## src/rtl/sequential_divider_pkg.sv

```systemverilog
// ============================================================================
// Module      : sequential_divider_pkg
// Description : Shared widths, iteration count and FSM state encoding for the
//               8-by-4 restoring sequential divider.
// Revision    : 1.0 - initial release
// ============================================================================
`default_nettype none

package sequential_divider_pkg;

    localparam int DIVIDEND_W  = 8;
    localparam int DIVISOR_W   = 4;
    localparam int QUOTIENT_W  = 8;
    localparam int REMAINDER_W = 4;
    localparam int PARTIAL_W   = 5;
    localparam int ITER_COUNT  = 8;
    localparam int CNT_W       = $clog2(ITER_COUNT);

    localparam logic [CNT_W-1:0] ITER_LAST = CNT_W'(ITER_COUNT - 1);

    typedef enum logic [1:0] {
        ST_IDLE = 2'd0,
        ST_RUN  = 2'd1,
        ST_DONE = 2'd2
    } state_t;

endpackage : sequential_divider_pkg

`default_nettype wire

```

## src/rtl/sequential_divider_if.sv

```systemverilog
// ============================================================================
// Module      : sequential_divider_if
// Description : Request/result bundle between a requester and the divider.
// Revision    : 1.0 - initial release
// ============================================================================
`default_nettype none

interface sequential_divider_if
    import sequential_divider_pkg::*;
();

    logic                   start;
    logic [DIVIDEND_W-1:0]  dividend;
    logic [DIVISOR_W-1:0]   divisor;
    logic                   busy;
    logic                   done;
    logic [QUOTIENT_W-1:0]  quotient;
    logic [REMAINDER_W-1:0] remainder;
    logic                   div_by_zero;

    modport master (
        output start, dividend, divisor,
        input  busy, done, quotient, remainder, div_by_zero
    );

    modport slave (
        input  start, dividend, divisor,
        output busy, done, quotient, remainder, div_by_zero
    );

endinterface : sequential_divider_if

`default_nettype wire

```

## src/rtl/sequential_divider_div_step.sv

```systemverilog
// ============================================================================
// Module      : div_step
// Description : One combinational restoring-division step.
// Revision    : 1.0 - initial release
// ============================================================================
`default_nettype none

module div_step
    import sequential_divider_pkg::*;
(
    input  wire logic [PARTIAL_W-1:0] rem_in,
    input  wire logic                 next_bit,
    input  wire logic [DIVISOR_W-1:0] divisor,
    output logic      [PARTIAL_W-1:0] rem_out,
    output logic                      q_bit
);

    // One extra bit of headroom keeps the compare exact for any rem_in.
    logic [PARTIAL_W:0] w_shifted;

    always_comb begin
        w_shifted = {rem_in, next_bit};
        q_bit     = (w_shifted >= {2'b00, divisor});
        rem_out   = q_bit ? PARTIAL_W'(w_shifted - {2'b00, divisor})
                          : w_shifted[PARTIAL_W-1:0];
    end

endmodule : div_step

`default_nettype wire

```

## src/rtl/sequential_divider.sv

```systemverilog
// ============================================================================
// Module      : sequential_divider
// Description : 8-bit by 4-bit unsigned restoring divider, one bit per clock.
// Revision    : 1.0 - initial release
// ============================================================================
`default_nettype none

module sequential_divider
    import sequential_divider_pkg::*;
(
    input  wire logic             clk,
    input  wire logic             rst_n,
    sequential_divider_if.slave   bus
);

    state_t r_state;
    state_t w_state_next;

    logic [CNT_W-1:0]       r_iter_cnt;
    logic [PARTIAL_W-1:0]   r_partial;
    // Dividend bits leave at the MSB while quotient bits enter at the LSB.
    logic [DIVIDEND_W-1:0]  r_dvd_shift;
    logic [DIVISOR_W-1:0]   r_divisor;
    logic [QUOTIENT_W-1:0]  r_quotient;
    logic [REMAINDER_W-1:0] r_remainder;
    logic                   r_div_by_zero;

    logic                   w_accept;
    logic                   w_last_iter;
    logic                   w_divisor_zero;
    logic [PARTIAL_W-1:0]   w_step_rem;
    logic                   w_step_q;

    div_step u_div_step (
        .rem_in   (r_partial),
        .next_bit (r_dvd_shift[DIVIDEND_W-1]),
        .divisor  (r_divisor),
        .rem_out  (w_step_rem),
        .q_bit    (w_step_q)
    );

    assign w_divisor_zero = (bus.divisor == '0);

    always_ff @(posedge clk or negedge rst_n) begin
        if (!rst_n) begin
            r_state <= ST_IDLE;
        end else begin
            r_state <= w_state_next;
        end
    end

    always_comb begin
        w_state_next = r_state;
        w_accept     = 1'b0;
        w_last_iter  = 1'b0;
        case (r_state)
            ST_IDLE: begin
                if (bus.start) begin
                    w_accept     = 1'b1;
                    w_state_next = w_divisor_zero ? ST_DONE : ST_RUN;
                end
            end
            ST_RUN: begin
                if (r_iter_cnt == ITER_LAST) begin
                    w_last_iter  = 1'b1;
                    w_state_next = ST_DONE;
                end
            end
            ST_DONE: begin
                w_state_next = ST_IDLE;
            end
            default: begin
                w_state_next = ST_IDLE;
            end
        endcase
    end

    always_ff @(posedge clk or negedge rst_n) begin
        if (!rst_n) begin
            r_iter_cnt    <= '0;
            r_partial     <= '0;
            r_dvd_shift   <= '0;
            r_divisor     <= '0;
            r_quotient    <= '0;
            r_remainder   <= '0;
            r_div_by_zero <= 1'b0;
        end else if (w_accept) begin
            r_iter_cnt  <= '0;
            r_partial   <= '0;
            r_dvd_shift <= bus.dividend;
            r_divisor   <= bus.divisor;
            // A zero divisor completes immediately with the saturated result.
            if (w_divisor_zero) begin
                r_quotient    <= '1;
                r_remainder   <= '0;
                r_div_by_zero <= 1'b1;
            end
        end else if (r_state == ST_RUN) begin
            r_iter_cnt  <= r_iter_cnt + CNT_W'(1);
            r_partial   <= w_step_rem;
            r_dvd_shift <= {r_dvd_shift[DIVIDEND_W-2:0], w_step_q};
            if (w_last_iter) begin
                r_quotient    <= {r_dvd_shift[DIVIDEND_W-2:0], w_step_q};
                r_remainder   <= w_step_rem[REMAINDER_W-1:0];
                r_div_by_zero <= 1'b0;
            end
        end
    end

    assign bus.busy        = (r_state == ST_RUN);
    assign bus.done        = (r_state == ST_DONE);
    assign bus.quotient    = r_quotient;
    assign bus.remainder   = r_remainder;
    assign bus.div_by_zero = r_div_by_zero;

endmodule : sequential_divider

`default_nettype wire

```

## src/flat_wrapper.sv

```systemverilog
// flat-port wrapper written by rule: the top's interface ports become plain ports
module sequential_divider_flat import sequential_divider_pkg::*;
  (clk, rst_n, bus_start, bus_dividend, bus_divisor, bus_busy, bus_done, bus_quotient, bus_remainder, bus_div_by_zero);
  sequential_divider_if bus_i ();
  input  wire logic clk;
  input  wire logic rst_n;
  input wire logic [$bits(bus_i.start)-1:0] bus_start;
  input wire logic [$bits(bus_i.dividend)-1:0] bus_dividend;
  input wire logic [$bits(bus_i.divisor)-1:0] bus_divisor;
  output wire logic [$bits(bus_i.busy)-1:0] bus_busy;
  output wire logic [$bits(bus_i.done)-1:0] bus_done;
  output wire logic [$bits(bus_i.quotient)-1:0] bus_quotient;
  output wire logic [$bits(bus_i.remainder)-1:0] bus_remainder;
  output wire logic [$bits(bus_i.div_by_zero)-1:0] bus_div_by_zero;
  assign bus_i.start = bus_start;
  assign bus_i.dividend = bus_dividend;
  assign bus_i.divisor = bus_divisor;
  assign bus_busy = bus_i.busy;
  assign bus_done = bus_i.done;
  assign bus_quotient = bus_i.quotient;
  assign bus_remainder = bus_i.remainder;
  assign bus_div_by_zero = bus_i.div_by_zero;
  sequential_divider u_core (.clk(clk), .rst_n(rst_n), .bus(bus_i));
endmodule
```

## config.mk

```make
export PLATFORM = sky130hd
export DESIGN_NAME = sequential_divider_flat
export DESIGN_NICKNAME = d
export VERILOG_FILES = /design/src/rtl/sequential_divider_pkg.sv /design/src/rtl/sequential_divider_if.sv /design/src/rtl/sequential_divider_div_step.sv /design/src/rtl/sequential_divider.sv /design/src/flat_wrapper.sv
export SDC_FILE = /design/constraint.sdc
export NUM_CORES = 1
export LEC_CHECK = 0
export CORE_UTILIZATION = 40
export DETAILED_ROUTE_END_ITERATION = 10
export HOLD_SLACK_MARGIN = 0.15
export PLACE_DENSITY_LB_ADDON = 0.25
export SYNTH_ARGS = -nofsm -noshare
export SYNTH_HDL_FRONTEND = slang
export SYNTH_SLANG_ARGS = --single-unit
```

## constraint.sdc

```tcl
create_clock -name clk -period 2.8 [get_ports clk]
set_clock_uncertainty 0.05 [all_clocks]
set_input_delay 0.28 -clock clk [delete_from_list [all_inputs] [get_ports clk]]
set_output_delay 0.28 -clock clk [all_outputs]
set_load 0.02 [all_outputs]
```

==> reports/qor.csv <==
metric;value;unit
combinational power share;53.3;%
Final GP Congestion;0.930;
Critical Path Sink Type;output port;
CP max FO;13;
count of final hold-check violations;0;
Die ar.;4390;sq um
P&R area growth vs syn;26.8;%
layout cells sized above 1;11.2;%
register-to-register setup slack;0.68;ns
maximum VDD drop;0.542;mV
critical path startpoint;u_core.r_state[1]$_DFFE_PN0P_;
largest net degree at the start of global routing;36;
outcome;finished clean;
flops & latches, synth;35;
Worst-Skew Late Latency;0.29;ns
Cell Area, Synth;1650;sq um
Initial Utilization;43.5;%
Period Utilization, post-route;80.1;%
number of enable flip-flop cells after synthesis;0;
initial DRC count;62;
Yosys cell types;33;
Post-CTS Setup Inserts;0;
first-pass GRT wire length;5930;um
placed cells;236;
clock group share of total power;14.0;%
antenna violations before repair;0;
worst hold path type;in -> async;
DP HPWL;2470;um
Worst-Margin Slew;0.679;ns
Clock transition at path regs;0.06;ns
number of global-route vias before repair;1261;
core area;3800;sq um
Ys Warns;0;
worst r2r dst;u_core.bus.quotient[0]$_DFFE_PN0P_;
Die Y;66.3;um
RSZ-0062 raised after global routing;false;
Avg Cell Area, Syn;10.1;sq um
Via density;5.22;
fin nets;217;
CTS tree;done;
Total GRT Usage;18.4;%
FMAX;0.446;GHz
CP Class;reg -> out;
Pins Over Slew Limit;0;
post-route ant nets;0;
final worst path period need;2.24;ns
# setup viols final;0;
routed length per instance;14.3;um
final WL;3500;um
remaining global-route overflow;0;
Pre-antenna DRT Iters;4;
clock sinks;35;
TNS Setup;0;ns
Internal Power;1.69;mW
PortBufs;29;
I/O pin total;30;
Critical Path RT;2.47;ns
fin cells;244;
CP arrival;1.91;ns
cts hold-fix bufs;0;
Post-synth ARST share;100;%
register area share after synthesis;53.0;%
pwr dens;1360;nW/um^2
max-capacitance violation count;0;
root buffer cell;clkbuf_8;
r2r startpoint;u_core.r_state[1]$_DFFE_PN0P_;
H-Tree Depth;2;
number of antenna repair diodes;0;
Leak;0.916;nW
post-synthesis cell count;163;
clk buf depth;2;
Net Count, Synth;185;
Sequential Power Share;32.8;%
Vias;1274;
relative slew slack;54.6;%
Primary FF master, synth;dfrtp_1;
die width;66.3;um
Core Rows;22;
Post-CTS Resized;0;
Sw Share;40.6;%
total net switching power;1.16;mW
DRC;0;
Worst Reg2Reg Path Length in Cells;7;
Num CTS Buffers;5;
Worst setup endpoint;bus_busy;
critical path startpoint category;flop;
==> synthesized netlist by cell type (3+ instances only) <==
| library cell | n | area share [%] |
|---|---|---|
| a21oi_1 | 9 | 2.7 |
| a31oi_1 | 7 | 2.7 |
| clkbuf_1 | 7 | 1.6 |
| dfrtp_1 | 35 | 53 |
| ha_1 | 6 | 4.5 |
| inv_1 | 9 | 2.0 |
| nand2_1 | 30 | 6.8 |
| nor2_1 | 11 | 2.5 |
| o21ai_0 | 12 | 3.6 |
| o22a_1 | 7 | 3.7 |
| o22ai_1 | 3 | 1.1 |
==> registers in the layout, indices dropped and copies added, names as in the netlist <==
name and flops:
u_core.bus.quotient 8, u_core.r_dvd_shift 8, u_core.r_partial 5, u_core.bus.remainder 4
u_core.r_divisor 4, u_core.r_iter_cnt 3, u_core.r_state 2, u_core.bus.div_by_zero 1
==> final cells by class <==
cell class	instances	area [sq um]
sequential	35	876
fill	350	1700
clock buffer	8	100
inverter	10	37.5
timing repair buffer	34	328
multi-input combinational	109	693
tap	48	60.1
==> critical path, stage by stage, from the launching register on <==
cell and delay, ns:
dfrtp_1 0.40, nand2b_1 0.37, inv_2 0.23, clkdlybuf4s50_1 0.63
==> power by group through the flow <==
stage | combinational, mW | clock, mW | sequential [mW]
after detailed placement | 1.52 | 0 | 0.939
after global routing | 1.69 | 0.433 | 0.961
final | 1.52 | 0.397 | 0.933
after global placement | 1.48 | 0 | 0.924
after CTS | 1.53 | 0.400 | 0.932
after floorplan | 1.00 | 0 | 1.01
==> metal layers <==
metal	share of wire, %	vias to the layer above	GRT usage [%]
met5	0	-	0
met1	47	624	24.3
met2	47	28	28.2
met3	5.0	3	6.03
met4	0.97	0	6.65
li1	-	619	-
==> cell families after synthesis <==
| family | after synthesis | synth area share, % |
|---|---|---|
| compound gates | 43 | 17.4 |
| xor+xnor | 2 | 1.06 |
| fa+ha+maj | 7 | 5.76 |
| buf+inv | 19 | 5.00 |
| flops | 35 | 53.0 |
| mux | 4 | 3.03 |
| simple gates | 53 | 14.7 |
==> through the flow <==
step / hold WS [ns] / power [mW] / util (%) / setup WS, ns / cell area, sq um
after floorplan: -0.0656 / 2.01 / - / 0.789 / 1650
after global placement: 0.419 / 2.41 / 52.5 / 0.685 / 1990
after detailed placement: 0.429 / 2.46 / 52.5 / 0.666 / 1990
after CTS: 0.366 / 2.86 / 55.1 / 0.538 / 2090
after global routing: 0.392 / 3.08 / 55.1 / 0.434 / 2090
final: 0.351 / 2.85 / 55.1 / 0.557 / 2090
==> cells in the final DEF, fill, tap and decap left out, types with 6 or more instances in the layout <==
master and n:
nand2_1 30, ha_1 6, clkbuf_8 7, clkdlybuf4s50_1 29
a21oi_1 9, o21ai_0 12, dfrtp_1 35, inv_1 9
a31oi_1 7, o22a_1 7, nor2_1 11
==> worst min-delay path by stage <==
stage                                                  start                                   to  slack, ns  depth (start not counted)
after global placement    u_core.bus.quotient[4]$_DFFE_PN0P_   u_core.bus.quotient[4]$_DFFE_PN0P_       0.42                          1
after floorplan                                        rst_n   u_core.bus.div_by_zero$_DFFE_PN0P_      -0.07                          0
after global routing                                   rst_n    u_core.r_dvd_shift[2]$_DFFE_PN0P_       0.39                          2
final                                                  rst_n  u_core.bus.remainder[1]$_DFFE_PN0P_       0.35                          2
after CTS                                              rst_n    u_core.r_dvd_shift[2]$_DFFE_PN0P_       0.37                          2
after detailed placement     u_core.r_divisor[0]$_DFFE_PN0P_      u_core.r_divisor[0]$_DFFE_PN0P_       0.43                          2
Note: power is estimated with default switching activity, not from simulation.
